**config.mk**
```make
export PLATFORM = sky130hd
export DESIGN_NAME = acumulador_digitos
export DESIGN_NICKNAME = d
export VERILOG_FILES = /design/src/rtl/acumulador_digitos.sv
export SDC_FILE = /design/constraint.sdc
export NUM_CORES = 1
export LEC_CHECK = 0
export CAP_MARGIN = 25
export CORE_UTILIZATION = 48
export CTS_CLUSTER_DIAMETER = 100
export DETAILED_ROUTE_END_ITERATION = 10
export HOLD_SLACK_MARGIN = 0.1
export PLACE_DENSITY = 0.75
export SYNTH_ARGS = -nofsm -noshare
export SYNTH_HDL_FRONTEND = slang
export SYNTH_SLANG_ARGS = --single-unit
```
**constraint.sdc**
```tcl
create_clock -name clk -period 2.07 [get_ports clk]
set_input_delay 0.414 -clock clk [delete_from_list [all_inputs] [get_ports clk]]
set_output_delay 0.414 -clock clk [all_outputs]
set_load 0.02 [all_outputs]
```
**src/rtl/acumulador_digitos.sv**
```systemverilog
`default_nettype none
// ============================================================================
//  Module   : acumulador_digitos
//  Purpose  : Collects debounced keypad codes into a BCD digit buffer. `#`
//             closes the entry and hands it downstream with a one-cycle
//             strobe. `A` clears the buffer, `*` optionally deletes the
//             newest digit, and an inactivity timeout discards a partly
//             typed entry.
//  Revision : 1.0 - initial release
//
//  Parameters
//    MAX_DIGITOS  buffer capacity in digits (1..8)
//    TIMEOUT_P    idle cycles after the last accepted key before a non-empty
//                 entry is discarded (>= 2)
//
//  Ports
//    clk           in   system clock, rising edge
//    rst           in   synchronous active-high reset
//    tecla_value   in   key code, sampled on a tecla_valid rising edge
//    tecla_valid   in   level, high while a debounced key is held
//    digitos       out  live BCD buffer, newest digit in nibble 0
//    num_digitos   out  digits currently buffered
//    buffer_cheio  out  high while the buffer is full
//    senha         out  last closed entry
//    senha_tam     out  digit count of senha
//    dado_valid    out  one-cycle pulse when senha/senha_tam update
//    timeout       out  one-cycle pulse when an entry is discarded by idling
//
//  Build option
//    ACUMULADOR_BACKSPACE_EN : when defined, key 0xE deletes the newest digit;
//                              otherwise 0xE is ignored like 0xB..0xD.
// ============================================================================
module acumulador_digitos #(
    parameter int MAX_DIGITOS = 6,
    parameter int TIMEOUT_P   = 5000
) (
    input  logic                     clk,
    input  logic                     rst,
    input  logic [3:0]               tecla_value,
    input  logic                     tecla_valid,
    output logic [4*MAX_DIGITOS-1:0] digitos,
    output logic [3:0]               num_digitos,
    output logic                     buffer_cheio,
    output logic [4*MAX_DIGITOS-1:0] senha,
    output logic [3:0]               senha_tam,
    output logic                     dado_valid,
    output logic                     timeout
);

    localparam int              c_DW   = 4 * MAX_DIGITOS;
    localparam int              c_CW   = $clog2(TIMEOUT_P);
    localparam logic [3:0]      c_MAX  = 4'(MAX_DIGITOS);
    localparam logic [c_CW-1:0] c_TLIM = c_CW'(TIMEOUT_P - 1);
    localparam logic [c_CW-1:0] c_UM   = c_CW'(1);

    localparam logic [3:0] c_TECLA_LIMPA = 4'hA;
    localparam logic [3:0] c_TECLA_APAGA = 4'hE;
    localparam logic [3:0] c_TECLA_ENTRA = 4'hF;

`ifdef ACUMULADOR_BACKSPACE_EN
    localparam logic c_BACKSPACE_EN = 1'b1;
`else
    localparam logic c_BACKSPACE_EN = 1'b0;
`endif

    typedef enum logic [0:0] {
        VAZIO  = 1'b0,
        COLETA = 1'b1
    } estado_t;

    estado_t           estado_q, estado_d;
    logic              armado_q;
    logic              tecla_valid_q;
    logic [c_DW-1:0]   digitos_q, digitos_d;
    logic [3:0]        num_q, num_d;
    logic [c_DW-1:0]   senha_q, senha_d;
    logic [3:0]        tam_q, tam_d;
    logic              dv_q, dv_d;
    logic              to_q, to_d;
    logic [c_CW-1:0]   cnt_q, cnt_d;

    logic w_evento;
    logic w_eh_digito;
    logic w_aceita;
    logic w_vazio;
    logic w_cheio;

    // armado_q stays low for the first cycle after reset, so a key already
    // held across reset has to be released before it can register.
    assign w_evento    = tecla_valid & ~tecla_valid_q & armado_q;
    assign w_eh_digito = (tecla_value <= 4'd9);
    assign w_vazio     = (num_q == 4'd0);
    assign w_cheio     = (num_q == c_MAX);

    // Keys that act on the entry and therefore restart the idle counter.
    // 0xB..0xD (and 0xE without backspace) fall outside and let the
    // counter keep running.
    assign w_aceita = w_evento &
                      (w_eh_digito |
                       (tecla_value == c_TECLA_LIMPA) |
                       (tecla_value == c_TECLA_ENTRA) |
                       (c_BACKSPACE_EN & (tecla_value == c_TECLA_APAGA)));

    always_ff @(posedge clk) begin
        if (rst) begin
            estado_q      <= VAZIO;
            armado_q      <= 1'b0;
            tecla_valid_q <= 1'b0;
            digitos_q     <= '0;
            num_q         <= '0;
            senha_q       <= '0;
            tam_q         <= '0;
            dv_q          <= 1'b0;
            to_q          <= 1'b0;
            cnt_q         <= '0;
        end else begin
            estado_q      <= estado_d;
            armado_q      <= 1'b1;
            tecla_valid_q <= tecla_valid;
            digitos_q     <= digitos_d;
            num_q         <= num_d;
            senha_q       <= senha_d;
            tam_q         <= tam_d;
            dv_q          <= dv_d;
            to_q          <= to_d;
            cnt_q         <= cnt_d;
        end
    end

    always_comb begin
        estado_d  = estado_q;
        digitos_d = digitos_q;
        num_d     = num_q;
        senha_d   = senha_q;
        tam_d     = tam_q;
        dv_d      = 1'b0;
        to_d      = 1'b0;
        // Counter only runs while an entry is being collected.
        cnt_d     = (estado_q == COLETA) ? (cnt_q + c_UM) : '0;

        // An accepted key has priority over a simultaneous timeout expiry.
        if (w_aceita) begin
            cnt_d = '0;
            if (w_eh_digito) begin
                // A digit on a full buffer is dropped but still restarts
                // the counter.
                if (!w_cheio) begin
                    digitos_d = c_DW'({digitos_q, tecla_value});
                    num_d     = num_q + 4'd1;
                    estado_d  = COLETA;
                end
            end else if (tecla_value == c_TECLA_LIMPA) begin
                digitos_d = '0;
                num_d     = '0;
                estado_d  = VAZIO;
            end else if (tecla_value == c_TECLA_APAGA) begin
                if (!w_vazio) begin
                    digitos_d = digitos_q >> 4;
                    num_d     = num_q - 4'd1;
                    if (num_q == 4'd1) begin
                        estado_d = VAZIO;
                    end
                end
            end else begin
                // Enter: closing an empty entry does nothing.
                if (!w_vazio) begin
                    senha_d   = digitos_q;
                    tam_d     = num_q;
                    dv_d      = 1'b1;
                    digitos_d = '0;
                    num_d     = '0;
                    estado_d  = VAZIO;
                end
            end
        end else if ((estado_q == COLETA) && (cnt_q == c_TLIM)) begin
            digitos_d = '0;
            num_d     = '0;
            to_d      = 1'b1;
            cnt_d     = '0;
            estado_d  = VAZIO;
        end
    end

    assign digitos      = digitos_q;
    assign num_digitos  = num_q;
    assign buffer_cheio = w_cheio;
    assign senha        = senha_q;
    assign senha_tam    = tam_q;
    assign dado_valid   = dv_q;
    assign timeout      = to_q;

endmodule
`default_nettype wire

```
-- Word level (Yosys, flattened, before mapping)
Cells that the tools add are included.
- register bits: 74
- bits of input ports: 7
- add/sub/neg operators: 3
- $lt $le $gt $ge: 1
- eq/ne operators: 9
- mux-type cells: 28
- bitwise gates (word level): 12
- reduce and logical (&&, ||, !) cells: 9
- operators by type and width (cell ; number):
    24-bit two-way mux ; 8
    4-bit two-way mux ; 8
    13-bit by 1-bit adder with 13-bit output, second input constant ; 1
    13-bit == test, second input constant ; 1
    4-bit == test, second input constant ; 3
    1-bit two-way mux ; 12
    1-bit NOT ; 7
    5-bit by 3-bit != test with 1-bit output, second input constant ; 1
    5-bit AND reduction ; 1
    5-bit OR reduction ; 1
    4-bit by 1-bit adder with 4-bit output, second input constant ; 1
    4-bit by 1-bit == test with 1-bit output, second input constant ; 1
    4-bit by 3-bit == test with 1-bit output, second input constant ; 1
    4-bit <= comparator, second input constant ; 1
    4-bit zero test ; 1
    4-bit by 3-bit != test with 1-bit output, second input constant ; 1
    4-bit AND reduction ; 1
    4-bit OR reduction ; 1
    4-bit by 1-bit subtractor with 4-bit output, second input constant ; 1
    1-bit bitwise AND ; 3
    3-bit != test, second input constant ; 1
    3-bit AND reduction ; 1
    1-bit OR ; 2
    2-bit nonzero test ; 1
    2 further kinds ; 2

-- Depth between registers and ports, before layout
- depth in word-level cells: 7
- mapped depth: 8
- mapped depth without buffers: 6

-- Worst setup path before layout
OpenSTA, ideal clock, no wires.
- path type: register to register
- start: register num_q[0], in the netlist num_digitos[0]
- end: register estado_q
- arrival time: 1.977 ns
- data required time: 1.947 ns
- setup slack: -0.031 ns
- cell stages (with the launch flop): 8
- path buffers: 1
- cell sequence: dfxtp_1 inv_1 ha_1 and3b_1 a32o_1 a22oi_2 buf_6 mux2_1
- longest elaborated chain between the ends: 3
- ends and longest elaborated chain (element ; line ; text):
    start: declaration ; 75 ; logic [3:0] num_q, num_d;
    start signal: assignment ; 121 ; num_q <= num_d;
    4-bit by 3-bit == test with 1-bit output ; 93 ; assign w_cheio = (num_q == c_MAX);
    named net buffer_cheio ; 43 ; output logic buffer_cheio,
    3-bit != test (no line) ; - ;
    4-bit AND reduction (no line) ; - ;
    end signal: assignment ; 117 ; estado_q <= estado_d;
    end: declaration ; 71 ; estado_t estado_q, estado_d;
The timed path passes the listed nets, and every way through them passes these cells.
A chain may end at the register's enable or synchronous reset.

-- Worst setup path after layout
- start: input tecla_value[2]
- end: register tam_q[3], in the netlist senha_tam[3]
- longest elaborated chain between the ends: 5
- ends and longest elaborated chain (element ; line ; text):
    start: declaration ; 39 ; input logic [3:0] tecla_value,
    4-bit <= comparator / 4-bit == test (equally long branches) ; 91, 100, 152 ;
    1-bit OR ; 99 ; (w_eh_digito |
    1-bit OR ; 100 ; (tecla_value == c_TECLA_LIMPA) |
    1-bit bitwise AND ; 98 ; assign w_aceita = w_evento &
    5-bit AND reduction (no line) (*) ; - ;
    end signal: assignment ; 123 ; tam_q <= tam_d;
    end: declaration ; 77 ; logic [3:0] tam_q, tam_d;
Mark *: on every way between the ends. The rest lies on a longest branch, timed or not.

==> results.py <==
metrics = {
    "outcome": {
        "outcome": "complete, but fails checks",
        "violations": "DRC",
    },
    "floorplanning": {
        "num_rows": 29,
        "dieHeight_microns": 83.8,
        "core_area_sq_um": 6420,
        "ioPinCount": 66,
        "initial_core_util": 0.500,
        "die_w_microns": 83.8,
        "die-area_sq_um": 7030,
    },
    "setup_path": {
        "crit_slowest_cell": "clkdlybuf4s50_1",
        "cp-start-kind": "input pin",
        "cp_num_cells": 7,
        "r2r_cells": 7,
        "cp_top_family": "buffers and inverters",
        "rrSetupSlack_ns": 0.15,
        "slowest_delay_ns": 0.62,
        "path_common_cell": "buf_4",
        "crit_buf_inv": 3,
        "worstSetupPathType": "input pin to register",
        "critPathRequiredTime_ns": 2.29,
        "crit_chain": "clkdlybuf4s50_1 > buf_4 > nand3_1 > nor4_4 > buf_4 > mux2i_1 > nor2_1",
        "cp_max_fo": 13,
        "crit_arrival_ns": 2.15,
        "critical_path.endpoint_type": "register",
    },
    "pwr": {
        "pwr-share-clk": 0.403,
        "pwr_density_cell_nw_per_um2": 628,
        "p_sw_mw": 0.645,
        "ir_drop_uv": 386,
        "p_int_mw": 2.00,
        "pwr-share-comb": 0.055,
        "finalPower_mw": 2.64,
        "netSwitchingFraction": 0.244,
        "p_seq_frac": 0.542,
        "power_leakage_nw": 1.40,
    },
    "worst_hold_path": {
        "hp-class": "input pin to register",
        "min_path_cells": 2,
    },
    "place": {
        "place_area_sq_um": 4020,
        "gp_congestion": 0.832,
        "dp_hpwl_microns": 5050,
        "dp_slack_ns": -0.227,
        "dp_cells": 477,
        "port_buffers": 65,
    },
    "sta": {
        "final-setup-viol-count": 0,
        "min_period_over_period": 0.934,
        "rsz0062_at_grt": "no",
        "hold_violations": 0,
        "setup_slack_ns": 0.136,
        "maxSlewViolCount": 0,
        "fin_tns_setup_ns": 0,
        "slew_headroom": 0.768,
        "min_period_ns": 1.93,
        "worstMarginPinSlew_ns": 0.346,
        "finClkSkew_ns": 0.00969,
        "fmax_mhz": 517,
        "timing.hold.ws_ns": 0.408,
    },
    "logic_synthesis": {
        "synth.distinct_cells": 47,
        "yosys.area.top_type": "dfxtp_1",
        "syn-num-nets": 347,
        "ys_seq_elements": 74,
        "post_synth_xor_area_fraction": 0.0245,
        "syn_inst": 336,
        "synth_compound_area_frac": 0.149,
        "synth_top_family_by_area": "simple AND/OR/NAND/NOR gates",
        "yosys.area_share.simple": 0.163,
        "ys_seq_area_frac": 0.461,
        "synth-edff-count": 0,
        "syn_area_sq_um": 3210,
        "synth_mux_area_frac": 0.112,
        "synthTopCellsByArea": "dfxtp_1, mux2i_1, nor2_1",
        "synthAdderAreaFrac": 0.0156,
        "synth_top_cell_area_share": 0.461,
        "synth.avg_cell_area_sq_um": 9.57,
        "yosysWarnings": 0,
        "ys_async_sr_fraction": 0,
        "synth_ff_type": "dfxtp_1",
    },
    "route": {
        "detail-route-antenna-nets": 0,
        "drc_errors": 10,
        "detail_route.wl_per_cell_microns": 14.8,
        "wl_microns": 7320,
        "drt-vias-per-instance": 5.50,
        "drt_iter0_markers": 198,
        "first_pass_iters": 7,
        "via_count": 2713,
    },
    "clock_tree": {
        "cts_buffer_depth": 2,
        "path_clk_slew_ns": 0.08,
        "clock_latency_ns": 0.34,
        "clkSinkCount": 74,
        "cts_tree": "built",
        "cts_setup_buffers": 0,
        "cts.repair.resized": 1,
        "cts_buffers": 9,
        "cts_root_buffer": "clkbuf_8",
        "hold_buffers": 0,
        "cts-htree-levels": 3,
    },
    "global_routing": {
        "grt_overflow": 0,
        "antenna_found_initial": 0,
        "grt_max_degree": 30,
        "grt_pass1_vias": 2522,
        "grt_first_pass_wirelength_microns": 12500,
        "grt_usage": 0.219,
    },
    "layout": {
        "syn_to_final_growth_pct": 30.8,
        "final_cells": 493,
        "diodes": 0,
        "final_util": 0.655,
        "drive_gt1_frac": 0.115,
        "fin_nets": 422,
        "stdcell_area_sq_um": 4200,
        "fill_cells": 526,
    },
    "flow_run": {
        "maxCapViolCount": 0,
    },
}
[Yosys cell counts (all sizes together) (5+ instances only)]
master / n
xor2: 7
nand2: 20
a22oi: 16
mux2i: 35
clkbuf: 11
nor2: 42
o32ai: 21
nand3: 5
buf: 14
dfxtp: 74
inv: 26
o21ai: 9
and2: 7
[worst paths after layout]
kind                        from              to
setup / recovery  tecla_value[2]    senha_tam[3]
hold / removal               rst    senha_tam[2]
setup reg to reg  num_digitos[0]  num_digitos[3]
hold reg to reg         cnt_q[0]        cnt_q[0]
[routing by layer]
metal / up-vias / global-route usage / share of wire
met1: 1306 / 0.298 / 0.48
li1: 1333 / - / -
met2: 66 / 0.351 / 0.47
met5: - / 0 / 0
met3: 8 / 0.0485 / 0.046
met4: 0 / 0.0580 / 0.0086
[layout by cell type, fill, tap and decap left out, types with 2 or more instances in the layout]
cell type	netlist	routed
a211oi_1	2	2
a21oi_1	4	4
a22oi_1	15	15
and2_1	7	7
and3_1	2	2
and3b_1	3	3
buf_4	1	23
clkbuf_8	0	11
clkdlybuf4s50_1	0	63
clkinv_4	0	2
dfxtp_1	74	73
ha_1	4	4
inv_1	26	26
mux2i_1	35	35
nand2_1	20	20
nand3_1	5	5
nand3b_1	2	2
nand4_1	4	4
nand4b_1	3	3
nor2_1	42	42
nor2b_1	2	2
nor3b_1	2	2
o21ai_0	8	7
o22ai_1	2	2
o32ai_1	18	18
o32ai_2	3	3
or4_1	2	2
xnor2_1	2	2
xor2_1	7	7
[kinds of logic after synthesis]
logic type	after synthesis
adders and majority gates	4
AOI/OAI and AO/OA	60
DFF	74
xor gates and xnor gates	9
muxes	36
and+or+nand+nor	102
buffers and inverters	51
[state kept, by name (all words and copies together), names as in the netlist]
name,cells
estado_q,1
tecla_valid_q,1
digitos,24
cnt_q,13
timeout,1
dado_valid,1
armado_q,1
num_digitos,4
senha_tam,4
senha,24
[power groups by stage]
stage	sequential [mW]	clock [mW]	combinational, mW
after detailed placement	1.47	0	0.144
after global routing	1.43	1.15	0.157
after floorplan	1.47	0	0.0886
final	1.43	1.06	0.145
after global placement	1.47	0	0.142
after CTS	1.43	1.09	0.144
[worst reg2reg max path: stages (launching register included)]
cell and delay (ns):
dfxtp_2 0.32, inv_1 0.10, ha_1 0.21, nor3b_2 0.35
a32o_1 0.24, a22oi_2 0.11, buf_12 0.20, o32ai_1 0.29
[cell type report]
type	count	area, sq um	share of cell area
Tap cell	77	96.3	0.0229
Clock inverter	4	33.8	0.00804
Multi-Input combinational cell	211	1500	0.357
Sequential cell	74	1480	0.353
Inverter	26	97.6	0.0232
Clock buffer	12	155	0.0369
Timing Repair Buffer	89	837	0.199
Power figures use the tool's default switching activity.
